## src/rtl/ps2_keypress_rx.sv

```systemverilog
// PS/2 keyboard receiver: deserializes device-to-host frames and emits make codes only.
// Define PS2_PARITY_CHECK_EN to drop frames that fail the odd-parity check.
module ps2_keypress_rx #(
    parameter int TIMEOUT_CYCLES = 50000,
    parameter int SYNC_STAGES    = 2
) (
    input  logic       clock,
    input  logic       reset,
    input  logic       ps2_clk,
    input  logic       ps2_data,
    output logic [7:0] scan_code,
    output logic       code_valid,
    output logic       frame_err
);

    localparam int TW = $clog2(TIMEOUT_CYCLES + 1);

    typedef enum logic [1:0] {IDLE, DATA, PARITY, STOP} state_t;

    state_t                 state, state_nxt;
    logic [SYNC_STAGES-1:0] clk_sync, data_sync;
    logic                   clk_prev;
    logic                   clk_s, data_s, fall, timeout;
    logic [2:0]             bit_cnt;
    logic [7:0]             shift;
    logic [TW-1:0]          to_cnt;
    logic                   break_pending, ext_pending;
    logic                   byte_ok, err;
    logic                   parity_ok;

    assign clk_s  = clk_sync[SYNC_STAGES-1];
    assign data_s = data_sync[SYNC_STAGES-1];
    assign fall   = clk_prev & ~clk_s;

    // A falling edge in the same cycle wins over the timeout, since it clears the counter.
    assign timeout = (state != IDLE) && !fall && (to_cnt == TW'(TIMEOUT_CYCLES));

    // NOTE: sequential state uses non-blocking assignments so every flop samples pre-edge values.
    always_ff @(posedge clock) begin
        if (reset) begin
            clk_sync  <= '1;
            data_sync <= '1;
            clk_prev  <= 1'b1;
        end else begin
            clk_sync  <= {clk_sync[SYNC_STAGES-2:0], ps2_clk};
            data_sync <= {data_sync[SYNC_STAGES-2:0], ps2_data};
            clk_prev  <= clk_s;
        end
    end

    always_ff @(posedge clock) begin
        if (reset) state <= IDLE;
        else       state <= state_nxt;
    end

    always_comb begin
        // NOTE: default assignment first, otherwise unassigned paths infer a latch.
        state_nxt = state;
        if (timeout) begin
            state_nxt = IDLE;
        end else if (fall) begin
            case (state)
                IDLE:    if (!data_s) state_nxt = DATA;
                DATA:    if (bit_cnt == 3'd7) state_nxt = PARITY;
                PARITY:  state_nxt = STOP;
                STOP:    state_nxt = IDLE;
                default: state_nxt = IDLE;
            endcase
        end
    end

    always_comb begin
        byte_ok = 1'b0;
        err     = 1'b0;
        if (timeout) begin
            err = 1'b1;
        end else if (fall) begin
            case (state)
                IDLE:    err = data_s;
                STOP:    if (data_s && parity_ok) byte_ok = 1'b1;
                         else                     err     = 1'b1;
                default: ;
            endcase
        end
    end

`ifdef PS2_PARITY_CHECK_EN
    logic par_bit;

    always_ff @(posedge clock) begin
        if (reset)                          par_bit <= 1'b0;
        else if (fall && state == PARITY)   par_bit <= data_s;
    end

    assign parity_ok = ^{shift, par_bit};
`else
    assign parity_ok = 1'b1;
`endif

    always_ff @(posedge clock) begin
        if (reset) begin
            bit_cnt       <= 3'd0;
            shift         <= 8'h00;
            to_cnt        <= '0;
            break_pending <= 1'b0;
            ext_pending   <= 1'b0;
            scan_code     <= 8'h00;
            code_valid    <= 1'b0;
            frame_err     <= 1'b0;
        end else begin
            code_valid <= 1'b0;
            frame_err  <= err;

            if (fall)               to_cnt <= '0;
            else if (state != IDLE) to_cnt <= to_cnt + TW'(1);
            else                    to_cnt <= '0;

            if (fall && state == IDLE) bit_cnt <= 3'd0;
            if (fall && state == DATA) begin
                shift   <= {data_s, shift[7:1]};
                bit_cnt <= bit_cnt + 3'd1;
            end

            // Prefix bytes only arm the flags; the byte that follows them is swallowed.
            if (byte_ok) begin
                if (shift == 8'hF0) begin
                    break_pending <= 1'b1;
                end else if (shift == 8'hE0) begin
                    ext_pending <= 1'b1;
                end else if (break_pending || ext_pending) begin
                    break_pending <= 1'b0;
                    ext_pending   <= 1'b0;
                end else begin
                    scan_code  <= shift;
                    code_valid <= 1'b1;
                end
            end
        end
    end

endmodule

```

## config.mk

```make
export PLATFORM = sky130hd
export DESIGN_NAME = ps2_keypress_rx
export DESIGN_NICKNAME = d
export VERILOG_FILES = /design/src/rtl/ps2_keypress_rx.sv
export SDC_FILE = /design/constraint.sdc
export NUM_CORES = 1
export LEC_CHECK = 0
export ABC_CLOCK_PERIOD_IN_PS = 3300
export BUFFER_PORTS_ARGS = -buffer_cell sky130_fd_sc_hd__buf_4
export CAP_MARGIN = 5
export CORE_MARGIN = 2
export CORE_UTILIZATION = 40
export DETAILED_ROUTE_END_ITERATION = 7
export HOLD_SLACK_MARGIN = 0.1
export PLACE_DENSITY = 0.54
export SETUP_SLACK_MARGIN = 0.2
export SLEW_MARGIN = 10
export SYNTH_ARGS = -nofsm -noshare
export SYNTH_HDL_FRONTEND = slang
export SYNTH_SLANG_ARGS = --single-unit
```

## constraint.sdc

```tcl
create_clock -name clock -period 3.3 [get_ports clock]
set_clock_uncertainty 0.2 [all_clocks]
set_input_delay 0.495 -clock clock [delete_from_list [all_inputs] [get_ports clock]]
set_output_delay 0.495 -clock clock [all_outputs]
set_load 0.02 [all_outputs]
```

==> results.py, run 1 <==
metrics = {
    "clocking": {
        "cts_tree": "built",
        "cts.hold.buffers_added": 0,
        "clock-sinks": 46,
        "cts_root_buf": "clkbuf_8",
        "postCtsSetupRepairBufs": 0,
        "insertion_delay_ns": 0.29,
        "cts.path.max_buffers": 2,
        "htree_num_levels": 2,
        "clk_pin_slew_ns": 0.08,
        "cts-buffers-inserted": 5,
        "cts_resized": 0,
    },
    "grt": {
        "grt_pass1_vias": 1353,
        "grt_usage_pct": 14.4,
        "overflow": 0,
        "grt_pass1_wl_um": 5990,
        "antenna_found_initial": 0,
        "grt_max_degree": 32,
    },
    "synth": {
        "synth-seq-area-share_pct": 48.9,
        "async_reset_ff_share_pct": 0,
        "ys.flop_type": "dfxtp_1",
        "syn_area_um2": 1880,
        "synth_edf_count": 0,
        "ys_top_cells_by_area": "dfxtp_1 49%, nor2_1 5.4%, ha_1 5.3%, mux2i_1 5.3%, nand2_1 4.8%",
        "yosys.area.top_type": "dfxtp_1",
        "ys_top_cells_by_count": "46 x dfxtp_1, 27 x nor2_1, 24 x nand2_1",
        "yosys_warnings": 0,
        "synth_mux_area_share_pct": 5.32,
        "synthAdderAreaFrac_pct": 5.32,
        "syn_inst": 205,
        "yosysTopAreaCellShare_pct": 48.9,
        "synth-compound-area-share_pct": 8.70,
        "synth_seq_cells": 46,
        "avgSynthCellArea_um2": 9.19,
        "synth_xor_area_share_pct": 5.12,
        "ys_types": 30,
        "synth_simple_gate_area_share_pct": 23.9,
        "synth_most_common_cell": "dfxtp_1",
        "synth_top_family_by_area": "simple AND/OR/NAND/NOR gates",
        "syn_nets": 217,
    },
    "timing": {
        "max_freq_ghz": 0.467,
        "fin_crit_sh_pct": 64.9,
        "final-setup-viol-count": 0,
        "worstMarginPinSlew_ns": 0.825,
        "fin_tns_setup_ns": 0,
        "rsz0062_at_grt": "no",
        "min_period_ns": 2.14,
        "slew_headroom_pct": 45.0,
        "hold_viol_final": 0,
        "finalMaxSlewViolations": 0,
    },
    "finish": {
        "drive_gt1_share_pct": 12.7,
        "syn_to_final_growth_pct": 12.3,
        "final_cells": 272,
        "n_antenna_cell": 0,
        "fin_nets": 231,
    },
    "routing": {
        "totalWireLength_um": 3380,
        "drt_iter0_drc": 109,
        "viasPerCell": 5.14,
        "num_vias": 1397,
        "dr.pass1.iters": 4,
        "drt-wirelength-per-cell_um": 12.4,
        "drcViolationCount": 0,
        "ant_nets": 0,
    },
    "setup_path": {
        "cp-end-kind": "flop",
        "cp_max_fo": 9,
        "r2r_cells": 5,
        "r2r-start": "state[1]$_SDFFE_PP0P_",
        "crit_arrival_ns": 2.11,
        "rrSetupSlack_ns": 1.16,
        "required_ns": 3.27,
        "crit_type": "reg -> reg",
        "timing.rr.end": "scan_code[7]$_SDFFE_PP0P_",
        "cp-start-kind": "flop",
    },
    "die": {
        "die_width_um": 72.6,
        "start_util_pct": 42.4,
        "rows": 24,
        "die-area_um2": 5270,
        "ios": 14,
        "core_area_um2": 4440,
        "die_h_um": 72.6,
    },
    "run": {
        "cap_violations": 0,
    },
    "pwr": {
        "power_density_nw_per_um2": 437,
        "peakVddDrop_mv": 0.182,
        "leakage_nw": 0.709,
    },
    "placement": {
        "hpwl_um": 2380,
        "placed_cells": 264,
        "globalplace.congestion": 0.784,
        "port_buffers": 13,
    },
    "hold_path": {
        "holdPathEnd": "data_sync[0]$_SDFF_PP1_",
        "hold_path.class": "in -> reg",
        "holdPathStages": 2,
        "min_from": "ps2_data",
    },
    "outcome": {
        "status": "finished clean",
    },
}
-- per-layer routing --
metal  global-route usage [%]  wire [um]  vias to the layer above
li1                         -          -                      720
met1                     18.9       1760                      656
met2                     22.8       1480                       16
met3                     4.28        100                        5
met4                     4.32         34                        0
met5                        0          0                        -
-- cell families after synthesis --
family,count (synthesis)
and+or+nand+nor,92
DFF,46
muxes,10
adders and majority gates,8
xor gates and xnor gates,11
AOI/OAI and AO/OA,24
buffers and inverters,14
-- stage by stage --
| stage | hold slack [ns] | utilization [%] | power (mW) | setup WS [ns] | area [um^2] |
|---|---|---|---|---|---|
| after global routing | 0.175 | 47.6 | 0.965 | 1.01 | 2110 |
| final | 0.189 | 47.6 | 0.923 | 1.16 | 2110 |
| after detailed placement | 0.196 | 45.5 | 0.589 | 1.18 | 2020 |
| after floorplan | 0.189 | - | 0.583 | 1.41 | 1880 |
| after global placement | 0.194 | 45.5 | 0.589 | 1.25 | 2020 |
| after CTS | 0.178 | 47.6 | 0.937 | 1.16 | 2110 |
-- registers in the layout (all words and copies together), names as in the netlist --
signal,cells
state,2
clk_sync,2
shift,8
to_cnt,16
clk_prev,1
break_pending,1
ext_pending,1
code_valid,1
bit_cnt,3
scan_code,8
data_sync,2
frame_err,1
-- power by group --
part / switching (mW) / leakage, nW / internal [mW] / total (mW)
registers: 0.00171 / 0.372 / 0.558 / 0.559
logic: 0.00966 / 0.290 / 0.00656 / 0.0162
clock network: 0.178 / 0.0482 / 0.169 / 0.347
total: 0.190 / 0.709 / 0.733 / 0.923
-- layout by cell type (no fill, tap or decap), types with 6 or more instances in the layout --
cell	Yosys	final
inv_1	8	8
mux2i_1	10	10
nor4_1	6	6
nor2_1	27	27
clkbuf_8	0	6
buf_4	0	13
xnor2_1	10	10
nand3_1	7	7
nor3_1	7	7
a21oi_1	12	12
nand2_1	24	24
dfxtp_1	46	46
ha_1	8	8
-- layout make-up --
cell class | instances | area, um^2
inverter | 8 | 30.0
tap | 52 | 65.1
sequential | 46 | 921
clock buffer | 7 | 86.3
fill | 433 | 2330
clock inverter | 1 | 5.00
multi-input combinational | 145 | 910
timing repair buffer | 13 | 97.6
-- critical path, stage by stage (launching register included) --
cell and delay [ns]:
dfxtp_1 0.40, ha_1 0.22, nand4b_1 0.20, a2111oi_4 0.69
mux2i_1 0.26, nor2_1 0.06
-- worst max path at each step --
stage / slack, ns / to / from
after global placement: 1.25 / scan_code[7]$_SDFFE_PP0P_ / state[0]$_SDFFE_PP0P_
after global routing: 1.01 / scan_code[2]$_SDFFE_PP0P_ / state[0]$_SDFFE_PP0P_
after detailed placement: 1.18 / scan_code[4]$_SDFFE_PP0P_ / state[0]$_SDFFE_PP0P_
after floorplan: 1.41 / scan_code[7]$_SDFFE_PP0P_ / state[0]$_SDFFE_PP0P_
after CTS: 1.16 / scan_code[3]$_SDFFE_PP0P_ / state[0]$_SDFFE_PP0P_
final: 1.16 / scan_code[7]$_SDFFE_PP0P_ / state[1]$_SDFFE_PP0P_
No activity file was read; power rests on OpenSTA's default activity.
==> run 2, diff against run 1 <==
--- a/config.mk
+++ b/config.mk
@@ -5,7 +5,7 @@
 export SDC_FILE = /design/constraint.sdc
 export NUM_CORES = 1
 export LEC_CHECK = 0
-export ABC_CLOCK_PERIOD_IN_PS = 3300
+export ABC_CLOCK_PERIOD_IN_PS = 2200
 export BUFFER_PORTS_ARGS = -buffer_cell sky130_fd_sc_hd__buf_4
 export CAP_MARGIN = 5
 export CORE_MARGIN = 2
==> constraint.sdc (replaced) <==
create_clock -name clock -period 2.2 [get_ports clock]
set_clock_uncertainty 0.2 [all_clocks]
set_input_delay 0.33 -clock clock [delete_from_list [all_inputs] [get_ports clock]]
set_output_delay 0.33 -clock clock [all_outputs]
set_load 0.02 [all_outputs]
==> run 2 against run 1 <==
  * Final cell count grew 1.5%
  * Combinational power grew 71%
  * Clock power grew 37%
  * Via count grew 0.64%
  * Wire length shrank 0.41%
  * First-iteration DRC count grew 0.92%
==> results.py, run 2 (synthesized netlist as in run 1, its figures left out) <==
metrics = {
    "finish": {
        "largest_register_ffs": 16,
        "n_antenna_cell": 0,
        "fin_nets": 236,
        "reg_top3": "to_cnt (16), scan_code (8), shift (8)",
        "final_common_cell": "dfxtp_1",
        "syn_to_final_growth_pct": 14.4,
        "top_register": "to_cnt",
        "final_cell_mix": "45 x dfxtp_1, 27 x nor2_1, 24 x nand2_1, 16 x buf_4, 12 x a21oi_1",
        "drive_gt1_share_pct": 15.2,
    },
    "grt": {
        "grt_pass1_vias": 1333,
        "overflow": 0,
        "antenna_found_initial": 0,
        "grt_pass1_wl_um": 6040,
        "grt_usage_pct": 14.6,
        "grt_max_degree": 32,
    },
    "die": {
        "rows": 24,
        "start_util_pct": 42.4,
        "die-area_um2": 5270,
        "die_width_um": 72.6,
        "ios": 14,
        "core_area_um2": 4440,
        "die_h_um": 72.6,
    },
    "outcome": {
        "status": "finished clean",
    },
    "routing": {
        "drt_iter0_drc": 110,
        "viasPerCell": 5.09,
        "top_layer": "met4",
        "totalWireLength_um": 3360,
        "ant_nets": 0,
        "num_vias": 1406,
        "met1_length_um": 1740,
        "drt-wirelength-per-cell_um": 12.2,
        "wl_met2_um": 1460,
        "drcViolationCount": 0,
        "dr.pass1.iters": 5,
        "wl_met3_um": 103,
    },
    "clocking": {
        "clock-sinks": 46,
        "cts.path.max_buffers": 2,
        "cts-buffers-inserted": 5,
        "insertion_delay_ns": 0.29,
        "htree_num_levels": 2,
        "cts_tree": "built",
        "clk_pin_slew_ns": 0.08,
        "cts_root_buf": "clkbuf_8",
    },
    "pwr": {
        "peakVddDrop_mv": 0.284,
        "p_seq_share_pct": 62.5,
        "leakage_nw": 0.726,
        "p_switching_mw": 0.281,
        "pwr-share-comb_pct": 2.1,
        "swShare_pct": 20.9,
        "p_int_mw": 1.06,
        "p_clk_share_pct": 35.5,
        "power_density_nw_per_um2": 623,
    },
    "setup_path": {
        "cp-start-kind": "flop",
        "cp-end-kind": "flop",
        "cp_max_fo": 5,
        "required_ns": 2.17,
        "crit_type": "reg -> reg",
        "crit_arrival_ns": 1.85,
    },
    "placement": {
        "hpwl_um": 2350,
        "port_buffers": 13,
        "globalplace.congestion": 0.801,
    },
    "hold_path": {
        "hold_path.class": "in -> reg",
    },
    "timing": {
        "hold_viol_final": 0,
        "holdWs_ns": 0.200,
        "fin_crit_sh_pct": 85.2,
        "slew_headroom_pct": 56.6,
        "finalMaxSlewViolations": 0,
        "min_period_ns": 1.87,
        "max_freq_ghz": 0.534,
        "rsz0062_at_grt": "no",
        "final-setup-viol-count": 0,
        "fin_tns_setup_ns": 0,
        "worstMarginPinSlew_ns": 0.642,
    },
    "run": {
        "cap_violations": 0,
    },
}
-- run 2: cell count changes in the layout (fill, tap and decap cells not counted), sizes merged --
cell and delta:
buf +3, clkbuf -2, clkinv +1, dlygate4sd3 +2
-- run 2: final cells by class --
class | count | area [um^2]
clock buffers | 5 | 68.8
multi-input cells | 145 | 918
well taps | 52 | 65.1
flip-flops and latches | 46 | 922
inverters | 8 | 30.0
clock inverters | 2 | 10.0
fillers | 445 | 2290
repair buffers | 18 | 140
-- run 2: path summary, 6_finish.rpt --
check / from / end / slack, ns / depth (start not counted)
setup / recovery: shift[5]$_SDFFE_PP0P_ / scan_code[0]$_SDFFE_PP0P_ / 0.33 / 5
hold / removal: reset / scan_code[6]$_SDFFE_PP0P_ / 0.20 / 2
setup reg to reg: shift[5]$_SDFFE_PP0P_ / scan_code[0]$_SDFFE_PP0P_ / 0.33 / 5
hold reg to reg: data_sync[0]$_SDFF_PP1_ / data_sync[1]$_SDFF_PP1_ / 0.21 / 1
-- run 2: power groups by stage --
| stage | Sequential, mW | Clock [mW] | Combinational (mW) |
|---|---|---|---|
| after CTS | 0.839 | 0.502 | 0.0279 |
| after floorplan | 0.859 | 0 | 0.0162 |
| final | 0.839 | 0.476 | 0.0277 |
| after detailed placement | 0.859 | 0 | 0.0250 |
| after global placement | 0.859 | 0 | 0.0241 |
| after global routing | 0.840 | 0.533 | 0.0306 |
-- run 2: what timing repair did --
| item | CTS | global route |
|---|---|---|
| hold endpoints to repair | 2 | 0 |
| setup endpoints to repair | 10 | 8 |
| hold buffers | 2 | 0 |
| setup buffers | 2 | 1 |
| gates resized for setup | 1 | 2 |
| pin swaps | 1 | 2 |
-- run 2: critical path: stages (launching register included) --
cell and delay, ns:
dfxtp_1 0.38, nor4bb_1 0.61, a2111oi_4 0.17, buf_4 0.20, mux2i_1 0.14, nor2_1 0.06
-- run 2: per-stage QoR --
stage,area (um^2),power (mW),setup WS [ns],util [%],cells
floorplan,1880,0.875,0.314,-,205
global placement,2020,0.883,0.139,45.5,264
detailed placement,2020,0.884,0.0677,45.5,264
CTS,2140,1.37,0.294,48.2,275
global route,2150,1.40,0.207,48.5,276
finish,2150,1.34,0.326,48.5,276
-- run 2: routing by layer --
layer	track usage, %	vias to the layer above
met4	5.56	0
met1	20.2	650
met2	21.4	16
li1	-	734
met3	4.28	6
met5	0	-
